### config.mk
export PLATFORM = sky130hd
export DESIGN_NAME = alu_muldiv_flat
export DESIGN_NICKNAME = d
export VERILOG_FILES = /design/src/rtl/alu_muldiv_if.sv /design/src/rtl/alu_muldiv.sv /design/src/flat_wrapper.sv
export SDC_FILE = /design/constraint.sdc
export NUM_CORES = 1
export LEC_CHECK = 0
export CORE_MARGIN = 3
export CORE_UTILIZATION = 45
export DETAILED_ROUTE_END_ITERATION = 10
export GPL_TIMING_DRIVEN = 1
export PLACE_DENSITY = 0.65
export SLEW_MARGIN = 20
export SYNTH_ARGS = -nofsm -noshare
export SYNTH_HDL_FRONTEND = slang
export SYNTH_SLANG_ARGS = --single-unit
### constraint.sdc
create_clock -name clk -period 8.54 [get_ports clk]
set_clock_uncertainty 0.2 [all_clocks]
set_input_delay 1.708 -clock clk [delete_from_list [all_inputs] [get_ports clk]]
set_output_delay 1.708 -clock clk [all_outputs]
set_load 0.02 [all_outputs]
### src/rtl/alu_muldiv_if.sv
// Request/response bundle for the iterative multiply/divide unit.
// The master is the pipeline side; the slave is alu_muldiv.
interface alu_muldiv_if #(
    parameter int XLEN = 32
);
    logic            flush;
    logic            in_valid;
    logic            in_ready;
    logic [2:0]      op;
    logic            s_32;
    logic [XLEN-1:0] rs1;
    logic [XLEN-1:0] rs2;
    logic            out_valid;
    logic            out_ready;
    logic [XLEN-1:0] rd;
    logic            zero;
    logic            busy;

    modport master (
        output flush, in_valid, op, s_32, rs1, rs2, out_ready,
        input  in_ready, out_valid, rd, zero, busy
    );

    modport slave (
        input  flush, in_valid, op, s_32, rs1, rs2, out_ready,
        output in_ready, out_valid, rd, zero, busy
    );
endinterface

### src/rtl/alu_muldiv.sv
// Iterative RV M-extension unit: shift-add multiply and restoring divide,
// one radix-2 step per cycle on operand magnitudes, signs fixed up at the end.
module alu_muldiv #(
    parameter int XLEN = 32
) (
    input logic         clk,
    input logic         rst,
    alu_muldiv_if.slave bus
);
    localparam int CW = $clog2(XLEN) + 1;

    typedef enum logic [1:0] {IDLE, CALC, DONE} state_t;

    state_t            state_q, state_d;
    logic [2:0]        op_q;
    logic              s32_q;
    logic              neg_q;
    logic [CW-1:0]     cnt_q;
    logic [2*XLEN-1:0] acc_q;
    logic [2*XLEN-1:0] mcand_q;
    logic [XLEN-1:0]   mplr_q;
    logic [XLEN-1:0]   rd_q;

    logic [XLEN-1:0]   w_mask, min_w, a_val, b_val, a_mag, b_mag, a_sext, spec_res;
    logic              signed_a, signed_b, sa, sb, div_zero, div_ovf, special;
    logic [2*XLEN-1:0] acc_step, prod_fix;
    logic [XLEN:0]     rem_sh, rem_sub;
    logic [XLEN-1:0]   qr_sel, qr_fix, final_res;

    function automatic logic [XLEN-1:0] sext32(input logic [31:0] v);
        return XLEN'($signed(v));
    endfunction

    // Operand conditioning at accept: width select, magnitudes and the
    // divide-by-zero / MIN/-1 shortcuts that skip the iteration entirely.
    always_comb begin
        w_mask   = bus.s_32 ? XLEN'(32'hFFFF_FFFF) : '1;
        min_w    = bus.s_32 ? XLEN'(32'h8000_0000) : {1'b1, {(XLEN-1){1'b0}}};
        a_val    = bus.rs1 & w_mask;
        b_val    = bus.rs2 & w_mask;
        signed_a = bus.op inside {3'd0, 3'd1, 3'd2, 3'd4, 3'd6};
        signed_b = bus.op inside {3'd0, 3'd1, 3'd4, 3'd6};
        sa       = signed_a && (bus.s_32 ? bus.rs1[31] : bus.rs1[XLEN-1]);
        sb       = signed_b && (bus.s_32 ? bus.rs2[31] : bus.rs2[XLEN-1]);
        a_mag    = sa ? ((-a_val) & w_mask) : a_val;
        b_mag    = sb ? ((-b_val) & w_mask) : b_val;
        a_sext   = bus.s_32 ? sext32(a_val[31:0]) : a_val;
        div_zero = bus.op[2] && (b_val == '0);
        div_ovf  = bus.op[2] && !bus.op[0] && (a_val == min_w) && (b_val == w_mask);
        special  = div_zero || div_ovf;
        spec_res = '0;
        if (div_zero) begin
            spec_res = bus.op[1] ? a_sext : '1;
        end else if (div_ovf) begin
            spec_res = bus.op[1] ? '0 : (bus.s_32 ? sext32(32'h8000_0000) : min_w);
        end
    end

    // One iteration step plus the sign fix-up and result selection that
    // are applied to the final step's value on the way into DONE.
    always_comb begin
        rem_sh  = {acc_q[2*XLEN-1:XLEN], acc_q[XLEN-1]};
        rem_sub = rem_sh - {1'b0, mplr_q};
        if (op_q[2]) begin
            if (rem_sh >= {1'b0, mplr_q}) begin
                acc_step = {rem_sub[XLEN-1:0], acc_q[XLEN-2:0], 1'b1};
            end else begin
                acc_step = {rem_sh[XLEN-1:0], acc_q[XLEN-2:0], 1'b0};
            end
        end else begin
            acc_step = mplr_q[0] ? (acc_q + mcand_q) : acc_q;
        end
        prod_fix = neg_q ? -acc_step : acc_step;
        qr_sel   = op_q[1] ? acc_step[2*XLEN-1:XLEN] : acc_step[XLEN-1:0];
        qr_fix   = neg_q ? -qr_sel : qr_sel;
        case (op_q)
            3'd0:    final_res = s32_q ? sext32(prod_fix[31:0]) : prod_fix[XLEN-1:0];
            3'd1, 3'd2, 3'd3:
                     final_res = s32_q ? sext32(prod_fix[63:32]) : prod_fix[2*XLEN-1:XLEN];
            default: final_res = s32_q ? sext32(qr_fix[31:0]) : qr_fix;
        endcase
    end

    always_comb begin
        state_d = state_q;
        if (bus.flush) begin
            state_d = IDLE;
        end else begin
            case (state_q)
                IDLE:    if (bus.in_valid) state_d = special ? DONE : CALC;
                CALC:    if (cnt_q == CW'(1)) state_d = DONE;
                DONE:    if (bus.out_ready) state_d = IDLE;
                default: state_d = IDLE;
            endcase
        end
    end

    always_ff @(posedge clk) begin
        if (rst) state_q <= IDLE;
        else     state_q <= state_d;
    end

    // Datapath registers; flush freezes them so a discarded op never lands in rd.
    always_ff @(posedge clk) begin
        if (rst) begin
            op_q    <= '0;
            s32_q   <= 1'b0;
            neg_q   <= 1'b0;
            cnt_q   <= '0;
            acc_q   <= '0;
            mcand_q <= '0;
            mplr_q  <= '0;
            rd_q    <= '0;
        end else if (!bus.flush) begin
            case (state_q)
                IDLE: begin
                    if (bus.in_valid) begin
                        op_q   <= bus.op;
                        s32_q  <= bus.s_32;
                        cnt_q  <= bus.s_32 ? CW'(32) : CW'(XLEN);
                        mplr_q <= b_mag;
                        if (bus.op[2]) begin
                            acc_q   <= {{XLEN{1'b0}}, a_mag << (bus.s_32 ? XLEN - 32 : 0)};
                            mcand_q <= '0;
                            neg_q   <= bus.op[1] ? sa : (sa ^ sb);
                        end else begin
                            acc_q   <= '0;
                            mcand_q <= {{XLEN{1'b0}}, a_mag};
                            neg_q   <= sa ^ sb;
                        end
                        if (special) rd_q <= spec_res;
                    end
                end
                CALC: begin
                    acc_q   <= acc_step;
                    mcand_q <= mcand_q << 1;
                    mplr_q  <= op_q[2] ? mplr_q : (mplr_q >> 1);
                    cnt_q   <= cnt_q - CW'(1);
                    if (cnt_q == CW'(1)) rd_q <= final_res;
                end
                default: ;
            endcase
        end
    end

    assign bus.in_ready  = (state_q == IDLE);
    assign bus.out_valid = (state_q == DONE);
    assign bus.busy      = (state_q != IDLE);
    assign bus.rd        = rd_q;
    assign bus.zero      = (rd_q == '0);
endmodule

### src/flat_wrapper.sv
// flat-port wrapper written by rule: the top's interface ports become plain ports
module alu_muldiv_flat 
#(
    parameter int XLEN = 32
)
  (clk, rst, bus_flush, bus_in_valid, bus_op, bus_s_32, bus_rs1, bus_rs2, bus_out_ready, bus_in_ready, bus_out_valid, bus_rd, bus_zero, bus_busy);
  alu_muldiv_if #(.XLEN(XLEN)) bus_i ();
  input logic clk;
  input logic rst;
  input wire logic [$bits(bus_i.flush)-1:0] bus_flush;
  input wire logic [$bits(bus_i.in_valid)-1:0] bus_in_valid;
  input wire logic [$bits(bus_i.op)-1:0] bus_op;
  input wire logic [$bits(bus_i.s_32)-1:0] bus_s_32;
  input wire logic [$bits(bus_i.rs1)-1:0] bus_rs1;
  input wire logic [$bits(bus_i.rs2)-1:0] bus_rs2;
  input wire logic [$bits(bus_i.out_ready)-1:0] bus_out_ready;
  output wire logic [$bits(bus_i.in_ready)-1:0] bus_in_ready;
  output wire logic [$bits(bus_i.out_valid)-1:0] bus_out_valid;
  output wire logic [$bits(bus_i.rd)-1:0] bus_rd;
  output wire logic [$bits(bus_i.zero)-1:0] bus_zero;
  output wire logic [$bits(bus_i.busy)-1:0] bus_busy;
  assign bus_i.flush = bus_flush;
  assign bus_i.in_valid = bus_in_valid;
  assign bus_i.op = bus_op;
  assign bus_i.s_32 = bus_s_32;
  assign bus_i.rs1 = bus_rs1;
  assign bus_i.rs2 = bus_rs2;
  assign bus_i.out_ready = bus_out_ready;
  assign bus_in_ready = bus_i.in_ready;
  assign bus_out_valid = bus_i.out_valid;
  assign bus_rd = bus_i.rd;
  assign bus_zero = bus_i.zero;
  assign bus_busy = bus_i.busy;
  alu_muldiv #(.XLEN(XLEN)) u_core (.clk(clk), .rst(rst), .bus(bus_i));
endmodule
==> results of run 1 <==
==> per-stage QoR <==
stage / util / worst slack (ns) / area [um2]
floorplan: - / 3.344 / 21690
global placement: 0.4896 / 1.640 / 23040
detailed placement: 0.4896 / 1.594 / 23040
CTS: 0.5087 / 1.516 / 23930
global route: 0.5088 / 0.9976 / 23940
finish: 0.5089 / 1.094 / 23940
==> registers in the layout, summed over array words and instances (netlist names) <==
register	count
u_core.mcand_q	64
u_core.state_q	2
u_core.op_q	3
u_core.bus.rd	32
u_core.neg_q	1
u_core.mplr_q	32
u_core.acc_q	64
u_core.cnt_q	6
==> final timing paths <==
kind              slack [ns]                 end
hold reg to reg         0.29  u_core.mcand_q[35]
hold / removal          0.29  u_core.mcand_q[35]
setup / recovery        1.09   u_core.bus.rd[20]
setup reg to reg        1.09   u_core.bus.rd[20]
==> worst max-delay path: cells and delay by family, from the launching register on <==
family	cells	cell delay, ns
simple gates	7	3.02
flops	1	0.55
xor+xnor	1	0.14
compound gates	9	2.71
buf+inv	2	0.15
fa+ha+maj	2	0.55
==> metal layers <==
layer | vias up | share of wire | global-route usage
li1 | 11563 | - | -
met3 | 218 | 0.12 | 0.08871
met2 | 1442 | 0.41 | 0.5568
met5 | - | 0 | 0
met1 | 12162 | 0.43 | 0.5251
met4 | 0 | 0.043 | 0.1423
==> area by class of cell <==
type / count / area [um2]
Tap cell: 607 / 759.5
Multi-Input combinational cell: 2597 / 16490
Sequential cell: 204 / 4090
Timing Repair Buffer: 152 / 1410
Clock buffer: 37 / 784.5
Inverter: 78 / 292.8
Clock inverter: 11 / 113.9
Fill cell: 4788 / 23110
Antenna cell: 1 / 2.502
==> cell families after synthesis <==
| group | Yosys count |
|---|---|
| simple gates | 1153 |
| compound gates | 1125 |
| buf+inv | 302 |
| flops | 204 |
| xor+xnor | 177 |
| fa+ha+maj | 104 |
| mux | 38 |
==> power breakdown <==
group          internal [W]  switching (W)  total, W  leakage, nW
Sequential         0.000987      0.0000444   0.00103         1.66
Combinational      0.000393       0.000847   0.00124         6.44
Clock              0.000698       0.000482   0.00118        0.442
==> cells in the mapped netlist (14+ instances only) <==
library cell    n
and3_1         28
a31oi_1        34
ha_1          102
o41ai_1        16
clkbuf_1      163
o21ai_0       217
a222oi_1       15
and2_1         24
or3_1          25
nor4_1         39
a21o_1         30
xnor2_1       115
a22oi_1        73
a21oi_1       268
nand2_1       252
o211ai_1       49
inv_1          77
o21bai_1       14
o21a_1         33
mux2i_1        32
xor2_1         62
nor2_1        456
nor3_1         99
dfxtp_1       204
a211oi_1       65
o21ai_1        30
buf_1          19
o31ai_1        46
nand2b_1       26
buf_2          37
nand3_1        47
a221oi_1       57
nand4_1        78
==> reports/metrics.yaml, run 1 <==
status:
  outcome: "complete, no violations"
yosys:
  synth_area_leader_cell: "dfxtp_1"
  syn_area_per_cell_um2: 6.991
  synthFlopType: "dfxtp_1"
  synth-adder-area-share: 0.06068
  syn_nets: 3280
  synth_cells: 3103
  synth.area.mux_share: 0.01788
  synth_cell_types: 111
  ys_seq_elements: 204
  syn_area_um2: 21690
  async_flop_share: 0
  yosys.area.top_type_share: 0.1883
  synth-xor-area-share: 0.07146
  synth_edf_count: 0
  synthTopCellsByArea: "dfxtp_1 19%, nor2_1 7.9%, a21oi_1 6.2%"
  yosys_warnings: 0
  synth-compound-area-share: 0.3544
  synth_top_family_by_area: "compound AO/OA/AOI/OAI gates"
  synth-simple-area-share: 0.2515
  ys_seq_area_frac: 0.1883
critical_path:
  max_stage_delay_ns: 0.72
  arrival_ns: 7.69
  reg2reg_from: "u_core.acc_q[38]"
  r2r_cells: 21
  critPathKind: "flop to flop"
  path_max_fanout: 19
  worst_setup_path_end_kind: "flop"
  crit_chain: "ha_1, a21oi_1, o21ai_1, o21ai_2, a21oi_4, o21a_1, nor2_2, a21oi_1, inv_1, ha_1, inv_1, nand4bb_1, nor3_1, and2_1, nand4_1, or3_1, or3_1, o31a_1, xor2_1, a221oi_1, o21ai_1"
  crit_slowest_cell: "nor2_2"
  required_ns: 8.79
  startpoint: "u_core.acc_q[38]"
  cp-start-kind: "flop"
timing:
  setup_violations: 0
  hold_ws_ns: 0.2878
  period_minus_slack_ns: 7.446
  setup_tns_ns: 0
  tightestPinTransition_ns: 1.189
  slew_violations: 0
  fmax_mhz: 134.3
  slew_headroom: 0.2057
  rsz0062_at_grt: "false"
  finalHoldViolCount: 0
  period_share: 0.8719
drt:
  routed_wl_um: 99410
  dr.pass1.iters: 10
  wl_per_cell_um: 26.96
  drt_iter0_markers: 3227
  ant_nets: 0
  via_per_inst: 6.885
  drc: 0
  num_vias: 25385
final_layout:
  final_cells: 3687
  mostFrequentLayoutCells: "454 x nor2_1, 268 x a21oi_1, 251 x nand2_1"
  syn_to_final_growth_pct: 10.37
  num-nets-final: 3237
  final_common_cell: "nor2_1"
  drive_gt1_frac: 0.05781
global_route:
  grt_pass1_vias: 23183
  grt_max_degree: 80
  grtUsageTotal: 0.3749
  grt_pass1_wl_um: 146300
  antenna_found_initial: 1
  overflow: 0
clock_network:
  clockRootBuffer: "clkbuf_16"
  clockBufferDepth: 3
  cts_buffers: 27
  cts_tree: "done"
  post_cts_buffers: 0
  cts-resized-gates: 0
  cts.hold.buffers_added: 0
  cts.sinks: 204
  cts_max_level: 1
  clk_latency_ns: 0.58
  cts.reportedPaths.clkPinSlew_ns: 0.06
min_path:
  min_path_type: "flop to flop"
  worstHoldStart: "u_core.mcand_q[35]"
  whs_path_depth: 2
power_and_ir_drop:
  p_per_area_nw_per_um2: 144.1
  ir_drop_mv: 0.1468
  p_leak_nw: 8.541
  power_w: 0.003450
floorplanning:
  die-area_um2: 50880
  coreArea_um2: 47050
  ios: 109
  dieWidth_um: 225.6
  rows: 79
  dieHeight_um: 225.6
  start_util: 0.4611
placed_design:
  dp.cells: 3638
  dpl.hpwl_um: 75190
  io_buffers: 107
  globalplace.congestion: 1.020
run:
  cap_violations: 0
(Power assumes the default switching activity.)
==> run 2, diff against run 1 <==
Settings changed: ABC_CLOCK_PERIOD_IN_PS set to 7840.
Clock period 8.54 ns to 7.84 ns, I/O delays scaled along.
==> reports/metrics.yaml, run 2 (same netlist as run 1, synthesis figures left out) <==
timing:
  tightestPinTransition_ns: 1.203  # was 1.189 ns
  setup_tns_ns: 0  # unchanged
  rsz0062_at_grt: "false"  # unchanged
  period_share: 0.8614  # was 0.8719
  period_minus_slack_ns: 6.754  # was 7.446 ns
  fmax_mhz: 148.1  # was 134.3 MHz
  setup_violations: 0  # unchanged
  slew_violations: 0  # unchanged
  slew_headroom: 0.1950  # was 0.2057
  setup_slack_ns: 1.086  # was 1.094 ns
  finalHoldViolCount: 0  # unchanged
clock_network:
  cts.reportedPaths.clkPinSlew_ns: 0.07  # was 0.06 ns
  clk_latency_ns: 0.58  # about the same
  post_cts_buffers: 0  # unchanged
  cts_max_level: 1  # unchanged
  cts.sinks: 204  # unchanged
  cts_buffers: 27  # unchanged
  clockBufferDepth: 3  # unchanged
  clockRootBuffer: "clkbuf_16"  # unchanged
  cts_tree: "done"  # unchanged
  cts-resized-gates: 0  # unchanged
  cts.hold.buffers_added: 0  # unchanged
power_and_ir_drop:
  pwr-share-seq: 0.299  # about the same
  p_leak_nw: 8.620  # was 8.541 nW
  swShare: 0.3993  # was 0.3979
  ir_drop_mv: 0.1544  # was 0.1468 mV
  p_per_area_nw_per_um2: 156.4  # was 144.1 nW/um2
  clkPwrFrac: 0.340  # was 0.342
  switching_power_w: 0.001503  # was 0.001373 W
  combPwrFrac: 0.362  # was 0.359
  intPower_w: 0.002261  # was 0.002077 W
run:
  cap_violations: 0  # unchanged
placed_design:
  post-place-ws_ns: 1.363  # was 1.594 ns
  io_buffers: 107  # unchanged
  globalplace.congestion: 1.021  # was 1.020
  dp.cells: 3655  # was 3638
  dpl.hpwl_um: 75800  # was 75190 um
global_route:
  grt-busiest-layer: "met2"  # unchanged
  antenna_found_initial: 1  # unchanged
  use_met2: 0.5593  # was 0.5568
  grt_pass1_vias: 23041  # was 23183
  grt_use_met1: 0.5317  # was 0.5251
  grt_max_degree: 107  # was 80
  grtUsageTotal: 0.3760  # was 0.3749
  overflow: 0  # unchanged
  met3_usage: 0.1033  # was 0.08871
  grt_pass1_wl_um: 146900  # was 146300 um
drt:
  drc: 0  # unchanged
  via_per_inst: 6.866  # was 6.885
  wl_per_cell_um: 26.88  # was 26.96 um
  routed_wl_um: 99580  # was 99410 um
  ant_nets: 0  # unchanged
  dr.pass1.iters: 9  # was 10
  num_vias: 25437  # was 25385
  drt_iter0_markers: 3065  # was 3227
floorplanning:
  start_util: 0.4611  # unchanged
  rows: 79  # unchanged
  dieWidth_um: 225.6  # unchanged
  ios: 109  # unchanged
  die-area_um2: 50880  # unchanged
  coreArea_um2: 47050  # unchanged
  dieHeight_um: 225.6  # unchanged
status:
  outcome: "complete, no violations"  # unchanged
critical_path:
  cp-start-kind: "flop"  # unchanged
  critPathKind: "flop to flop"  # unchanged
  path_max_fanout: 9  # was 19
  worst_setup_path_end_kind: "flop"  # unchanged
  arrival_ns: 6.96  # was 7.69 ns
  required_ns: 8.05  # was 8.79 ns
final_layout:
  drive_gt1_frac: 0.06361  # was 0.05781
  fin_util: 0.5114  # was 0.5089
  num-nets-final: 3254  # was 3237
  mostFrequentLayoutCells: "453 x nor2_1, 268 x a21oi_1, 251 x nand2_1"  # was 454 x nor2_1, 268 x a21oi_1, 251 x nand2_1
  top_regs: "u_core.acc_q x64, u_core.mcand_q x64"  # unchanged
  syn_to_final_growth_pct: 10.91  # was 10.37%
  nFillCells: 4776  # was 4788
  final_common_cell: "nor2_1"  # unchanged
  final_cells: 3705  # was 3687
min_path:
  min_path_type: "flop to flop"  # unchanged
run 2: changes by cell type in the layout (fill, tap and decap cells not counted), sizes merged:
cell and change:
clkinv +2, buf +17, clkinvlp +1, inv +2, clkbuf -4
run 2: power groups by stage:
stage	registers [W]	logic (W)	clock network, W
after CTS	0.00112	0.00131	0.00129
after floorplan	0.00112	0.000870	0
after detailed placement	0.00114	0.00130	0
final	0.00112	0.00136	0.00128
after global routing	0.00113	0.00144	0.00133
after global placement	0.00114	0.00130	0
run 2: final timing paths:
path	end	slack (ns)	startpoint	cells past startpoint
hold reg to reg	u_core.mcand_q[35]	0.28	u_core.mcand_q[35]	2
setup reg to reg	u_core.bus.rd[17]	1.09	u_core.acc_q[0]	17
hold / removal	u_core.mcand_q[35]	0.28	u_core.mcand_q[35]	2
setup / recovery	u_core.bus.rd[17]	1.09	u_core.acc_q[0]	17
run 2: worst max-delay path, stage by stage (launching register included):
cell,delay (ns)
dfxtp_1,0.41
ha_1,0.25
inv_1,0.07
fa_1,0.45
nand2b_1,0.28
a2111oi_4,0.66
nor3_2,0.18
o21ai_0,0.23
o21ai_0,0.11
a31oi_1,0.65
a31oi_1,0.32
nor3_1,0.42
or4b_1,0.72
nor3_1,0.42
a21o_1,0.19
xnor2_1,0.07
a221oi_1,0.79
o21ai_0,0.18
run 2: metrics by stage:
stage                     instance area, um2  total power, W  hold slack, ns
after CTS                              24060        0.003721          0.2755
after floorplan                        21690        0.001992          0.2494
final                                  24060        0.003764          0.2784
after global routing                   24060        0.003897          0.3008
after detailed placement               23150        0.002444          0.2668
after global placement                 23150        0.002437          0.2612
run 2: cell type report:
cell class / instances / area, um2 / area share
diodes: 1 / 2.502 / 0.0001040
clock buffers: 33 / 748.2 / 0.03110
clock inverters: 16 / 156.4 / 0.006500
inverters: 78 / 292.8 / 0.01217
multi-input cells: 2597 / 16470 / 0.6847
flip-flops and latches: 204 / 4090 / 0.1700
well taps: 607 / 759.5 / 0.03157
repair buffers: 169 / 1538 / 0.06391
run 2: metal layers:
layer  part of all wire  routed length, um
met1               0.43              42640
met2               0.42              41480
met3               0.12              12220
met4              0.033               3244
met5                  0                  0
